--- src/rtl/motor_step_controller.sv ---
// Four-coil stepper sequencer: full-step phase walk toward a commanded target, settle, then done.
// Optional MOTOR_COIL_RELEASE_EN de-energises the coils after a long idle stretch.
module motor_step_controller #(
    parameter int POS_W          = 12,
    parameter int DIV_W          = 16,
    parameter int STEP_DIV       = 50000,
    parameter int SETTLE_CYCLES  = 1000,
    parameter int RELEASE_CYCLES = 100000
) (
    input  logic             clk_i,
    input  logic             rst_n_i,
    input  logic             cmd_valid_i,
    output logic             cmd_ready_o,
    input  logic [POS_W-1:0] cmd_target_i,
    input  logic             pos_load_i,
    input  logic [POS_W-1:0] pos_load_val_i,
    input  logic             estop_i,
    output logic [3:0]       motor_signals_o,
    output logic [POS_W-1:0] position_o,
    output logic             moving_o,
    output logic             dir_up_o,
    output logic             done_o,
    output logic             aborted_o
);

    localparam int SET_W = (SETTLE_CYCLES < 2) ? 1 : $clog2(SETTLE_CYCLES);
    localparam logic [DIV_W-1:0] DIV_LAST = DIV_W'(STEP_DIV - 1);
    localparam logic [SET_W-1:0] SET_LAST = SET_W'(SETTLE_CYCLES - 1);

    typedef enum logic [1:0] {IDLE, RUN, SETTLE} state_t;

    state_t           state_q, state_d;
    logic [1:0]       idx_q, idx_d;
    logic [POS_W-1:0] pos_q, pos_d;
    logic [POS_W-1:0] tgt_q, tgt_d;
    logic [DIV_W-1:0] div_q, div_d;
    logic [SET_W-1:0] set_q, set_d;
    logic             dir_q, dir_d;
    logic             done_q, done_d;
    logic             abort_q, abort_d;
    logic [3:0]       coil_q, coil_d;
    logic             handshake;
    logic [POS_W-1:0] pos_step;

    function automatic logic [3:0] phase_pat(input logic [1:0] i);
        case (i)
            2'd0:    phase_pat = 4'b1001;
            2'd1:    phase_pat = 4'b1100;
            2'd2:    phase_pat = 4'b0110;
            default: phase_pat = 4'b0011;
        endcase
    endfunction

    assign cmd_ready_o = (state_q == IDLE) && !estop_i;
    assign handshake   = cmd_valid_i && cmd_ready_o;
    assign pos_step    = dir_q ? pos_q + 1'b1 : pos_q - 1'b1;

    always_comb begin
        state_d = state_q;
        idx_d   = idx_q;
        pos_d   = pos_q;
        tgt_d   = tgt_q;
        div_d   = div_q;
        set_d   = set_q;
        dir_d   = dir_q;
        done_d  = 1'b0;
        abort_d = 1'b0;
        case (state_q)
            IDLE: begin
                if (handshake) begin
                    if (cmd_target_i == pos_q) begin
                        done_d = 1'b1;
                    end else begin
                        dir_d   = cmd_target_i > pos_q;
                        tgt_d   = cmd_target_i;
                        div_d   = '0;
                        state_d = RUN;
                    end
                end else if (pos_load_i) begin
                    pos_d = pos_load_val_i;
                end
            end
            RUN: begin
                if (estop_i) begin
                    abort_d = 1'b1;
                    state_d = IDLE;
                end else if (div_q == DIV_LAST) begin
                    div_d = '0;
                    idx_d = dir_q ? idx_q + 2'd1 : idx_q - 2'd1;
                    pos_d = pos_step;
                    if (pos_step == tgt_q) begin
                        set_d   = '0;
                        state_d = SETTLE;
                    end
                end else begin
                    div_d = div_q + 1'b1;
                end
            end
            SETTLE: begin
                if (estop_i) begin
                    abort_d = 1'b1;
                    state_d = IDLE;
                end else if (set_q == SET_LAST) begin
                    done_d  = 1'b1;
                    state_d = IDLE;
                end else begin
                    set_d = set_q + 1'b1;
                end
            end
            default: state_d = IDLE;
        endcase
    end

`ifdef MOTOR_COIL_RELEASE_EN
    localparam int REL_W = $clog2(RELEASE_CYCLES + 1);
    localparam logic [REL_W-1:0] REL_MAX = REL_W'(RELEASE_CYCLES);

    logic [REL_W-1:0] idle_q, idle_d;

    // Any handshake (including a zero-length one) restarts the count and re-energises at once.
    always_comb begin
        idle_d = '0;
        if (state_q == IDLE && !handshake)
            idle_d = (idle_q == REL_MAX) ? idle_q : idle_q + 1'b1;
        coil_d = (idle_d == REL_MAX) ? 4'b0000 : phase_pat(idx_d);
    end

    always_ff @(posedge clk_i) begin
        if (!rst_n_i) idle_q <= '0;
        else          idle_q <= idle_d;
    end
`else
    assign coil_d = phase_pat(idx_d);
`endif

    always_ff @(posedge clk_i) begin
        if (!rst_n_i) begin
            state_q <= IDLE;
            idx_q   <= 2'd0;
            pos_q   <= '0;
            tgt_q   <= '0;
            div_q   <= '0;
            set_q   <= '0;
            dir_q   <= 1'b1;
            done_q  <= 1'b0;
            abort_q <= 1'b0;
            coil_q  <= 4'b1001;
        end else begin
            state_q <= state_d;
            idx_q   <= idx_d;
            pos_q   <= pos_d;
            tgt_q   <= tgt_d;
            div_q   <= div_d;
            set_q   <= set_d;
            dir_q   <= dir_d;
            done_q  <= done_d;
            abort_q <= abort_d;
            coil_q  <= coil_d;
        end
    end

    assign motor_signals_o = coil_q;
    assign position_o      = pos_q;
    assign moving_o        = (state_q == RUN) || (state_q == SETTLE);
    assign dir_up_o        = dir_q;
    assign done_o          = done_q;
    assign aborted_o       = abort_q;

endmodule
--- config.mk ---
export PLATFORM = sky130hd
export DESIGN_NAME = motor_step_controller
export DESIGN_NICKNAME = d
export VERILOG_FILES = /design/src/rtl/motor_step_controller.sv
export SDC_FILE = /design/constraint.sdc
export NUM_CORES = 1
export LEC_CHECK = 0
export ABC_AREA = 1
export CAP_MARGIN = 20
export CORE_MARGIN = 2
export CORE_UTILIZATION = 58
export DETAILED_ROUTE_END_ITERATION = 8
export DONT_BUFFER_PORTS = 1
export PLACE_DENSITY = 0.8
export SLEW_MARGIN = 20
export SYNTH_ARGS = -nofsm -noshare
export SYNTH_HDL_FRONTEND = slang
export SYNTH_SLANG_ARGS = --single-unit
--- constraint.sdc ---
create_clock -name clk_i -period 2.38 [get_ports clk_i]
set_input_delay 0.476 -clock clk_i [delete_from_list [all_inputs] [get_ports clk_i]]
set_output_delay 0.476 -clock clk_i [all_outputs]
set_load 0.005 [all_outputs]
# Word-level counts from Yosys, hierarchy flattened
# Cells that the tools add are included.
# W data, S select, Z words.
[totals]
ff_bits = 61
input_bits = 29
output_inout_bits = 21
wordCells = 89
[op_classes]
n_addsub = 6
order_cmp = 1
n_eq_ne = 20
mux = 36
n_bitwise = 1
reduce_logical = 15
[op_table]
columns = ["op", "count"]
rows = [
  ["$mux W16", 4],
  ["$mux W12", 5],
  ["$mux W10", 5],
  ["$pmux W16 S2", 1],
  ["$eq A12 B12 Y1", 2],
  ["$pmux W12 S2", 1],
  ["$mux W2", 11],
  ["$pmux W10 S2", 1],
  ["$ne A2 B2 Y1 const B", 9],
  ["$add A16 B1 Y16 const B", 1],
  ["$eq A16 B16 Y1 const B", 1],
  ["$add A12 B1 Y12 const B", 1],
  ["$gt A12 B12 Y1", 1],
  ["$pmux W4 S3", 1],
  ["$sub A12 B1 Y12 const B", 1],
  ["$add A10 B1 Y10 const B", 1],
  ["$eq A10 B10 Y1 const B", 1],
  ["$reduce_and A5 Y1", 2],
  ["$ne A3 B3 Y1 const B", 3],
  ["$pmux W2 S3", 1],
  ["$reduce_and A6 Y1", 1],
  ["$mux W1", 5],
  ["$eq A2 B1 Y1 const B", 2],
  ["$eq A2 B2 Y1 const B", 2],
  ["13 further kinds", 16],
]

# Longest topological paths before layout
[logic_depth]
ltp_word = 7
depth_mapped = 19
ltp_nobuf = 19

# Least setup slack after synthesis
# No wires, ideal clock.
[synth_timing]
path_type = "register to register"
from = "register dir_q (netlist: dir_up_o)"
to = "register set_q[6]"
setup_ps = 120
t_arrival_ps = 2301
required_ps = 2260
slack_ps = -41
stages_incl_launch_ff = 19
path_buffers = 1
period_less_slack_ps = 2421
cell_sequence = "dfxtp_1 inv_1 ha_1 nand2_1 inv_1 nand3_1 nand2_1 nand2_1 nand3_1 nand2_1 nand2_1 nand2_1 nor2_1 nand3_1 nand2_1 nand2_1 buf_4 o21ai_1 a21oi_1"
[synth_via]
elab_chain_len = 4
[synth_rtl]
columns = ["item", "line", "source"]
rows = [
  ["from (decl)", "38", "logic dir_q, dir_d;"],
  ["from (signal assigned)", "155", "dir_q <= dir_d;"],
  ["$mux W12", "56", "assign pos_step = dir_q ? pos_q + 1'b1 : pos_q - 1'b1;"],
  ["$eq A12 B12 Y1", "91", "if (pos_step == tgt_q) begin"],
  ["$ne A2 B2 Y1 (no source line)", "--", ""],
  ["$reduce_and A6 Y1 (no source line)", "--", ""],
  ["to (signal assigned)", "154", "set_q <= set_d;"],
  ["to (decl)", "37", "logic [SET_W-1:0] set_q, set_d;"],
]
# Every way passes these cells.
# A chain may end at the register's enable or synchronous reset.

# Worst setup path after layout
[layout_timing]
from = "register dir_q (netlist: dir_up_o)"
to = "register set_q[1]"
# Same word-level chain as after synthesis.

==> reports/summary.txt <==
setup violators final - 12
Wirelength per Cell - 15.3 um
fin worst setup slack - -276 ps
FILL cells - 553
Cells after Synth - 615
pwr/cell area - 1160 nW/um^2
register area share after synthesis - 0.301
Max Fclk - 377 MHz
via total after detailed routing - 4440
IO buf count - 0
CTS max path bufs - 2
most frequent cell after synthesis - nand2_1
Slowest cell on crit path - fa_2
Crit path max-delay family - simple AND/OR/NAND/NOR gates
data arrival time of the critical path - 2930 ps
Bufs and invs on worst path - 2
clk_skew - 5.59 ps
dominant synthesized flop cell - dfxtp_1
Simple-Gate Fraction of Synth Area - 0.318
final cell count without fillers - 773
most used cell, CP - nand3_1
first-pass GRT wire length - 18.9 mm
Max Cap Viol - 0
Post-route DRC - 0
async set-reset flop share out of synthesis - 0
clock slew seen by the registers of the worst setup and hold paths - 70 ps
Synth Area in XOR/XNOR - 0.0108
TritonCTS clock tree - done
post-synth top area cell - dfxtp_1
H-tree depth - 3
starting density of the core - 0.597
chip height - 87.7 um
Skew-Pair Late Insertion Delay - 360 ps
DP HPWL - 8.65 mm
Slew Viols, Final - 0
Root Buffer - clkbuf_8
area share of the largest cell type after synthesis - 0.301
die area - 7680 um^2
Post-Synth Adder-Cell Area - 0.100
CP Cell Sequence - buf_6 > fa_2 > xor2_1 > nand2_1 > nor2_1 > nand3_1 > nor2_2 > nand3_1 > nor2_2 > nand3_2 > buf_6 > a21boi_4 > nand3_1 > a21oi_2
Synth cell types - 40
Crit path depth - 14
DP Worst Slack - -311 ps
Worst Setup EP - set_q[1]$_SDFFE_PN0P_
final WL - 11.8 mm
Crit Reg-Reg Endpoint - set_q[1]$_SDFFE_PN0P_
unrepaired setup endpoints after global routing - true
max incr delay on CP - 560 ps
vias in the first global route - 4364
mux share of post-synthesis cell area - 0
Min-Delay Path Class - input pin to flop
Critical Path Fanout Max - 4
Static Leak - 2.22 nW
n_diodes - 0
Commonest cells post-synth - nand2_1, inv_1, nor2_1
worst endpoint required time - 2660 ps
Critical Path Source - dir_up_o$_SDFFE_PN1P_
Relative slew margins - 0.583
total grt overflow - 0
Placer Congestion - 0.941
Synth Area in Compound Gates - 0.169
cts hold-fix bufs - 0
width of the die - 87.7 um
Final Power - 0.00578 W
run status - finished, violations left
violated checks - setup timing
Initial DRC Count - 342
Synth Cell Area - 4060 um^2
largest family of logic cells by synthesized area - simple AND/OR/NAND/NOR gates
Layout area overhead - 22.3%
Reg2Reg Setup Slack - -280 ps
fin util - 0.731
multi-input gate area in the final layout - 2560 um^2
initial antenna violation count - 0
register area - 1230 um^2
antenna viol nets, final - 0
Post-synth EDFFs - 0
worst r2r src - dir_up_o$_SDFFE_PN1P_
top cells by area, synth - dfxtp_1, nand2_1, ha_1, inv_1, nand3_1
synthesized flop and latch total - 61
std cell rows - 30
DP Cell Count - 753
Final Cycle Share - 1.12
CP Capture Type - flop
Tmin final - 2660 ps
largest net degree at the start of global routing - 32
GRT Resource Usage Total - 0.315
CP startpoint kind - flop
DRT Pass-1 Iters - 5
synthesized area per cell - 6.60 um^2
synth warn - 0
placeable core area - 6790 um^2
Syn Nets - 676
Total Nets Final - 734
drt via density - 5.74
Final Hold Fails - 0
share of layout cells above drive strength 1 - 0.180
Worst Reg-to-Reg Cells - 14
total CTS buffers - 9
crit path kind - flop to flop
clock sink total - 61
# IOs - 50
slew of the pin with the lowest slew margin - 622 ps
setup TNS - -2450 ps
VDD IR max - 0.992 mV
-- report_power, final --
group	total [W]	switching (W)	leakage [nW]	internal, W
clock network	0.00113	0.000443	0.116	0.000691
registers	0.00141	0.000171	0.499	0.00124
logic	0.00323	0.00186	1.61	0.00136
total	0.00577	0.00248	2.22	0.00330
-- state kept, by name, indices dropped and copies added, names as in the netlist --
| register | count |
|---|---|
| div_q | 16 |
| position_o | 12 |
| tgt_q | 12 |
| set_q | 10 |
| motor_signals_o | 4 |
| idx_q | 2 |
| state_q | 2 |
| aborted_o | 1 |
| dir_up_o | 1 |
| done_o | 1 |
-- metrics by stage --
step	area (um^2)	hold slack, ps
6_report	4970	210
5_1_grt	4970	211
4_1_cts	4800	211
3_5_place_dp	4550	463
3_3_place_gp	4550	455
2_1_floorplan	4070	444
-- layer usage --
metal,share of wire,track usage
met5,0,0
met4,0.046,0.176
met3,0.062,0.0773
met2,0.48,0.535
met1,0.41,0.360
-- layout by cell type (no fill, tap or decap), types with 3 or more instances in the layout --
cell / netlist / final
a211oi_1: 7 / 7
a21oi_1: 51 / 50
a221oi_1: 8 / 8
a31oi_1: 5 / 5
buf_4: 1 / 55
buf_6: 0 / 4
bufinv_16: 0 / 3
clkbuf_8: 0 / 9
dfxtp_1: 61 / 56
dfxtp_2: 0 / 4
ha_1: 31 / 29
inv_1: 90 / 87
inv_2: 4 / 5
nand2_1: 137 / 132
nand2_2: 1 / 5
nand3_1: 55 / 51
nand3_2: 1 / 4
nand3b_1: 4 / 4
nand4_1: 10 / 10
nor2_1: 62 / 56
nor2_2: 1 / 6
nor3_1: 12 / 12
o21ai_0: 35 / 31
o21ai_1: 4 / 5
o21ai_2: 1 / 4
xor2_1: 5 / 5
-- final cells by class --
class,instances,area share
multi-input combinational,447,0.515
sequential,61,0.248
timing repair buffer,59,0.0922
inverter,95,0.0733
clock buffer,9,0.0249
tap,96,0.0242
clock inverter,6,0.0224
-- repair_timing --
item | in CTS | in global routing
setup buffers | 0 | 5
pin swaps | 1 | 18
endpoints found under the setup margin | 12 | 27
resized for setup | 8 | 38
-- worst reg2reg max path, delay by kind of cell (launching register included) --
| family | cells | cell delay [ps] |
|---|---|---|
| fa+ha+maj | 1 | 560 |
| xor+xnor | 1 | 160 |
| compound gates | 2 | 310 |
| flops | 1 | 360 |
| buf+inv | 2 | 270 |
| simple gates | 8 | 910 |
-- how the worst min path moves through the flow --
stage	start	to	slack (ps)	depth (start not counted)
after CTS	rst_n_i	motor_signals_o[3]$_SDFF_PN1_	210	1
after global routing	rst_n_i	motor_signals_o[3]$_SDFF_PN1_	210	1
after global placement	tgt_q[2]$_SDFFE_PN0P_	tgt_q[2]$_SDFFE_PN0P_	460	2
after detailed placement	tgt_q[3]$_SDFFE_PN0P_	tgt_q[3]$_SDFFE_PN0P_	460	2
final	rst_n_i	motor_signals_o[3]$_SDFF_PN1_	210	1
after floorplan	tgt_q[10]$_SDFFE_PN0P_	tgt_q[10]$_SDFFE_PN0P_	440	2
-- kinds of logic (layout without fill, tap and decap cells) --
family	Yosys count	in the layout
AO/OA/AOI/OAI	118	118
XOR/XNOR	5	5
adder cells (fa/ha/maj)	32	32
buffers and inverters	107	169
flip-flops	61	61
AND/OR/NAND/NOR	292	292
(Power assumes the default switching activity.)
